`config.mk`:
```
export PLATFORM = sky130hd
export DESIGN_NAME = audio_decimator
export DESIGN_NICKNAME = d
export VERILOG_FILES = /design/src/rtl/audio_pkg.sv /design/src/rtl/sample_strobe_gen.sv /design/src/rtl/audio_decimator.sv
export SDC_FILE = /design/constraint.sdc
export NUM_CORES = 1
export LEC_CHECK = 0
export CORE_ASPECT_RATIO = 2
export CORE_MARGIN = 1
export CORE_UTILIZATION = 55
export DETAILED_ROUTE_END_ITERATION = 10
export MAX_ROUTING_LAYER = met4
export PLACE_DENSITY_LB_ADDON = 0.05
export SLEW_MARGIN = 20
export SYNTH_ARGS = -nofsm -noshare
export SYNTH_HDL_FRONTEND = slang
export SYNTH_HIERARCHICAL = 1
export SYNTH_SLANG_ARGS = --single-unit
```
`constraint.sdc`:
```
create_clock -name clk_in -period 3.1 [get_ports clk_in]
set_input_delay 0.31 -clock clk_in [delete_from_list [all_inputs] [get_ports clk_in]]
set_output_delay 0.31 -clock clk_in [all_outputs]
set_load 0.02 [all_outputs]
```
`src/rtl/audio_pkg.sv`:
```
// -----------------------------------------------------------------------------
// audio_pkg
// Shared audio constants and the signed 8-bit saturation helper used by both
// the capture (decimator) and playback paths.
//   AUDIO_W    : width of an audio sample
//   AUDIO_MID  : offset-binary mid-scale (silence)
//   sat_s8()   : clamp a 12-bit signed value to [-128, 127] and flag clipping
// -----------------------------------------------------------------------------
package audio_pkg;

    localparam int          AUDIO_W   = 8;
    localparam logic [7:0]  AUDIO_MID = 8'h80;

    typedef struct packed {
        logic signed [7:0] value;
        logic              clip;
    } sat_s8_t;

    function automatic sat_s8_t sat_s8(input logic signed [11:0] x);
        sat_s8_t r;
        if (x > 12'sd127) begin
            r.value = 8'sd127;
            r.clip  = 1'b1;
        end else if (x < -12'sd128) begin
            r.value = -8'sd128;
            r.clip  = 1'b1;
        end else begin
            r.value = x[7:0];
            r.clip  = 1'b0;
        end
        return r;
    endfunction

endpackage

```
`src/rtl/sample_strobe_gen.sv`:
```
// -----------------------------------------------------------------------------
// sample_strobe_gen
// Periodic one-cycle strobe that paces the external ADC. The tick counter runs
// 0..CYCLES_PER_SAMPLE-1 while enabled; the strobe is registered so it appears
// in the cycle after the counter reads its terminal value.
//   clk_in     : system clock
//   rst_in     : asynchronous, active-high reset
//   enable_in  : 1 = count; 0 = hold counter at zero, no strobes
//   strobe_out : one-cycle sample request
// -----------------------------------------------------------------------------
module sample_strobe_gen #(
    parameter int CYCLES_PER_SAMPLE = 7
) (
    input  logic clk_in,
    input  logic rst_in,
    input  logic enable_in,
    output logic strobe_out
);

    localparam int TW = (CYCLES_PER_SAMPLE > 2) ? $clog2(CYCLES_PER_SAMPLE) : 1;
    localparam logic [TW-1:0] TICK_LAST = TW'(CYCLES_PER_SAMPLE - 1);

    logic [TW-1:0] r_tick;
    logic          r_strobe;

    // NOTE: sequential state uses non-blocking assignments so every register
    // samples the pre-edge values of its neighbours, independent of block order.
    always_ff @(posedge clk_in or posedge rst_in) begin
        if (rst_in) begin
            r_tick   <= '0;
            r_strobe <= 1'b0;
        end else if (!enable_in) begin
            r_tick   <= '0;
            r_strobe <= 1'b0;
        end else begin
            r_strobe <= (r_tick == TICK_LAST);
            r_tick   <= (r_tick == TICK_LAST) ? '0 : r_tick + 1'b1;
        end
    end

    // A strobe registered just before enable drops is suppressed while idle.
    assign strobe_out = r_strobe & enable_in;

endmodule

```
`src/rtl/audio_decimator.sv`:
```
// -----------------------------------------------------------------------------
// audio_decimator
// Front-end conditioning ahead of the recorder: paces the ADC, box-car averages
// each block of 2^DECIM_LOG2 raw samples, applies a power-of-two gain about
// mid-scale with saturation, and emits registered offset-binary audio.
//   clk_in          : system clock
//   rst_in          : asynchronous, active-high reset
//   enable_in       : 1 = run; 0 = idle, partial block discarded
//   raw_valid_in    : raw_in carries a sample this cycle
//   raw_in          : raw ADC sample, offset-binary
//   gain_in         : left-shift gain 0..3 (x1..x8)
//   sample_req_out  : one-cycle ADC request strobe
//   audio_valid_out : one-cycle pulse, audio_out is new
//   audio_out       : decimated, gained sample, offset-binary (held between pulses)
//   clip_out        : pulses with audio_valid_out when saturation occurred
// -----------------------------------------------------------------------------
module audio_decimator
    import audio_pkg::*;
#(
    parameter int CYCLES_PER_SAMPLE = 7,
    parameter int DECIM_LOG2        = 3
) (
    input  logic         clk_in,
    input  logic         rst_in,
    input  logic         enable_in,
    input  logic         raw_valid_in,
    input  logic [7:0]   raw_in,
    input  logic [1:0]   gain_in,
    output logic         sample_req_out,
    output logic         audio_valid_out,
    output logic [7:0]   audio_out,
    output logic         clip_out
);

    localparam int ACC_W = AUDIO_W + DECIM_LOG2;
    // A zero-width counter is illegal, so DECIM_LOG2=0 keeps one bit that stays 0.
    localparam int CW    = (DECIM_LOG2 == 0) ? 1 : DECIM_LOG2;
    localparam logic [CW-1:0] CNT_LAST = CW'((1 << DECIM_LOG2) - 1);

    logic [ACC_W-1:0]   r_acc;
    logic [CW-1:0]      r_cnt;
    logic               r_valid;
    logic               r_clip;
    logic [7:0]         r_audio;

    logic [ACC_W-1:0]   w_sum;
    logic [7:0]         w_mean;
    logic signed [8:0]  w_centred;
    logic signed [11:0] w_gained;
    sat_s8_t            w_sat;

    sample_strobe_gen #(
        .CYCLES_PER_SAMPLE (CYCLES_PER_SAMPLE)
    ) u_strobe (
        .clk_in     (clk_in),
        .rst_in     (rst_in),
        .enable_in  (enable_in),
        .strobe_out (sample_req_out)
    );

    // Datapath for the sample that completes a block. The sum of 2^DECIM_LOG2
    // 8-bit samples always fits ACC_W bits, so no carry is lost.
    assign w_sum     = r_acc + ACC_W'(raw_in);
    assign w_mean    = 8'(w_sum >> DECIM_LOG2);
    assign w_centred = $signed({1'b0, w_mean} - 9'd128);
    // |centred| <= 128, so x8 still fits 12-bit signed.
    assign w_gained  = $signed({{3{w_centred[8]}}, w_centred}) <<< gain_in;
    assign w_sat     = sat_s8(w_gained);

    always_ff @(posedge clk_in or posedge rst_in) begin
        if (rst_in) begin
            r_acc   <= '0;
            r_cnt   <= '0;
            r_valid <= 1'b0;
            r_clip  <= 1'b0;
            r_audio <= AUDIO_MID;
        end else begin
            r_valid <= 1'b0;
            r_clip  <= 1'b0;
            if (!enable_in) begin
                // Idle drops any partial block, including one completing now.
                r_acc <= '0;
                r_cnt <= '0;
            end else if (raw_valid_in) begin
                if (r_cnt == CNT_LAST) begin
                    r_acc   <= '0;
                    r_cnt   <= '0;
                    r_valid <= 1'b1;
                    r_clip  <= w_sat.clip;
                    r_audio <= 8'(w_sat.value) + AUDIO_MID;
                end else begin
                    r_acc <= w_sum;
                    r_cnt <= r_cnt + 1'b1;
                end
            end
        end
    end

    assign audio_valid_out = r_valid;
    assign clip_out        = r_clip;
    assign audio_out       = r_audio;

endmodule
```
==> flow_summary.json <==
{
  "synth_top_area_share_pct": 33.9,
  "cp-end-kind": "flop",
  "ys_seq_area_share_pct": 35.3,
  "start_kind": "input pin",
  "synth_seq_cells": 28,
  "power.leakage_nw": 1.04,
  "drc_errors": 0,
  "critPathArrivalTime_ns": 3.10,
  "cts_setup_buffers": 0,
  "grtUsageTotal_pct": 26.6,
  "fmax_mhz": 343,
  "finalHoldViolCount": 0,
  "crit_type": "input pin to flop",
  "tightest_slew_ns": 0.965,
  "ant_nets": 0,
  "p_sw_share_pct": 30.4,
  "cts_max_level": 1,
  "pwr_density_cell_nw_per_um2": 422,
  "power_frac_comb_pct": 30.5,
  "critPathLaunch": "raw_in[6]",
  "antenna_found_initial": 0,
  "outcome": "complete, no violations",
  "cts_tree": "yes",
  "gp_congestion": 0.890,
  "cts_root_buffer": "clkbuf_8",
  "drive_above_1_share_pct": 12.2,
  "drt-initial-drc-count": 44,
  "fin_crit_sh_pct": 94.1,
  "portBuffers": 24,
  "fin_crit_ns": 2.92,
  "grt_pass1_wl_um": 7530,
  "top_level_ports": 25,
  "grt_start_max_net_pins": 25,
  "wire_per_inst_um": 15.3,
  "highest_layer": "met4",
  "start_util_pct": 58.3,
  "synth-async-reset-ratio_pct": 100,
  "syn_avg_cell_area_um2": 9.17,
  "die-width_um": 44.5,
  "hold_buffers": 0,
  "routed-via-count": 1687,
  "internal-power_mw": 0.695,
  "clk_pin_slew_ns": 0.10,
  "syn_area_um2": 1990,
  "nets": 271,
  "yosysTopAreaCell": "dfrtp_1",
  "setup_violations": 0,
  "core_um2": 3420,
  "crit_fanout": 6,
  "pwr-share-clk_pct": 29.6,
  "clock_path_buffers": 2,
  "grt_pass1_vias": 1761,
  "ir_drop_uv": 352,
  "rr_startpoint": "r_acc[6]",
  "overflow": 0,
  "synthTopCellsByArea": "dfrtp_1 34%, ha_1 6.3%, a21oi_1 4.3%, nor2_1 3.8%, mux2i_1 3.5%",
  "ys.flop_type": "dfrtp_1",
  "antenna_cells": 0,
  "whs_ns": 0.227,
  "synth_nets": 242,
  "hold_class": "input pin to async pin",
  "p_seq_share_pct": 39.9,
  "fin_worst_skew_ns": 0.00254,
  "worstSkewPairLatency_ns": 0.28,
  "cp_data_required_time_ns": 3.28,
  "synthCells": 217,
  "dr_wl_met3_um": 83,
  "synth_edf_count": 0,
  "drt-met1-wl_um": 1550,
  "avgViaCountPerCell": 5.76,
  "netSwitchingPower_mw": 0.304,
  "wirelength_um": 4480,
  "dr_wl_met2_um": 2730,
  "maxCapViolations": 0,
  "dp_hpwl_um": 3500,
  "syn_to_final_growth_pct": 18.9,
  "dieArea_um2": 3880,
  "ys_types": 52,
  "slew_headroom_pct": 35.6,
  "cts_buffers": 3,
  "drt-pass1-iter-count": 4,
  "yosysWarnings": 6,
  "die_h_um": 87.1,
  "fin_setup_tns_ns": 0,
  "drv_slew": 0,
  "rows": 30,
  "clock-sinks": 28
}
[registers in the layout (all words and copies together), names as in the netlist]
signal	count
audio_out	8
u_strobe/r_tick	3
u_strobe/r_strobe	1
clip_out	1
r_acc	11
r_cnt	3
audio_valid_out	1
[cells in the final DEF, fill, tap and decap left out, types with 10 or more instances in the layout]
master / Yosys / layout
a21oi_1: 17 / 17
dfrtp_1: 27 / 27
buf_4: 0 / 10
nand2_1: 10 / 10
nor2_1: 20 / 19
clkdlybuf4s50_1: 0 / 24
inv_1: 15 / 15
ha_1: 10 / 10
[stage by stage]
stage	util (%)	instance area (um^2)	total power [mW]	instances	setup WS, ns
after global routing	69.3	2370	1.05	293	-0.0126
after global placement	66.9	2290	0.698	289	-0.0504
after CTS	69.0	2360	1.00	293	0.161
final	69.3	2370	0.999	293	0.184
after detailed placement	66.9	2290	0.708	289	-0.120
after floorplan	-	1990	0.621	217	0.395
[power groups by stage]
stage / sequential (mW) / combinational, mW / clock [mW]
finish: 0.399 / 0.304 / 0.296
global placement: 0.404 / 0.294 / 0
floorplan: 0.400 / 0.220 / 0
global route: 0.401 / 0.337 / 0.314
detailed placement: 0.406 / 0.302 / 0
CTS: 0.398 / 0.304 / 0.300
[cell type report]
| cell class | instances | area [um^2] |
|---|---|---|
| Clock buffer | 3 | 41.3 |
| Clock inverter | 1 | 30.0 |
| Fill cell | 288 | 1050 |
| Inverter | 16 | 60.1 |
| Multi-Input combinational cell | 163 | 1160 |
| Sequential cell | 28 | 702 |
| Tap cell | 48 | 60.1 |
| Timing Repair Buffer | 34 | 315 |
[metal layers]
metal	track usage, %	up-vias
li1	-	816
met1	24.4	829
met2	52.1	30
met3	2.70	12
met4	10.2	0
met5	-	-
[cell usage after synthesis, types with 2 or more instances]
master    number
dfrtp_1       27
nor2_1        20
a21oi_1       17
inv_1         15
ha_1          10
nand2_1       10
nor2b_1        9
and2_1         8
nand2b_1       8
mux2i_1        7
o21ai_0        7
o22ai_1        6
a31oi_1        5
clkbuf_1       5
o211ai_1       5
xnor2_1        5
a21o_1         3
a22oi_1        3
nand3b_1       3
nor3_1         3
xor2_1         3
a211oi_1       2
a21boi_0       2
buf_2          2
mux2_2         2
nand3_1        2
o21a_1         2
o32ai_1        2
[worst max-delay path, cell delays in order]
cell             delay, ns
clkdlybuf4s50_1       0.43
ha_1                  0.35
a2111oi_2             0.40
o21ai_2               0.14
mux2_4                0.32
a31oi_1               0.28
nor3_2                0.08
buf_4                 0.14
a311oi_4              0.33
nor2_2                0.08
a311oi_1              0.23
[worst paths after layout]
path | depth (start not counted) | endpoint | slack (ns)
hold reg to reg | 2 | audio_out[7] | 0.50
setup reg to reg | 10 | audio_out[2] | 0.27
min in group clk_in | 2 | audio_out[7] | 0.50
max in group asynchronous | 2 | audio_out[3] | 1.94
hold / removal | 2 | u_strobe/r_tick[2] | 0.23
setup / recovery | 11 | audio_out[2] | 0.18
[cell families (layout without fill, tap and decap cells)]
family,count (synthesis),count (layout),share of synthesized area (%)
AND/OR/NAND/NOR,71,71,19.1
XOR/XNOR,9,9,4.34
buffers and inverters,26,54,7.04
flip-flops,28,28,35.3
adder cells (fa/ha/maj),11,11,7.29
multiplexers,10,10,5.41
AO/OA/AOI/OAI,62,62,21.6
[what timing repair did]
item / in CTS / in global routing
hold endpoints to repair: 0 / 0
endpoints found under the setup margin: 0 / 4
resized for setup: 0 / 3
Note: power is estimated with default switching activity, not from simulation.
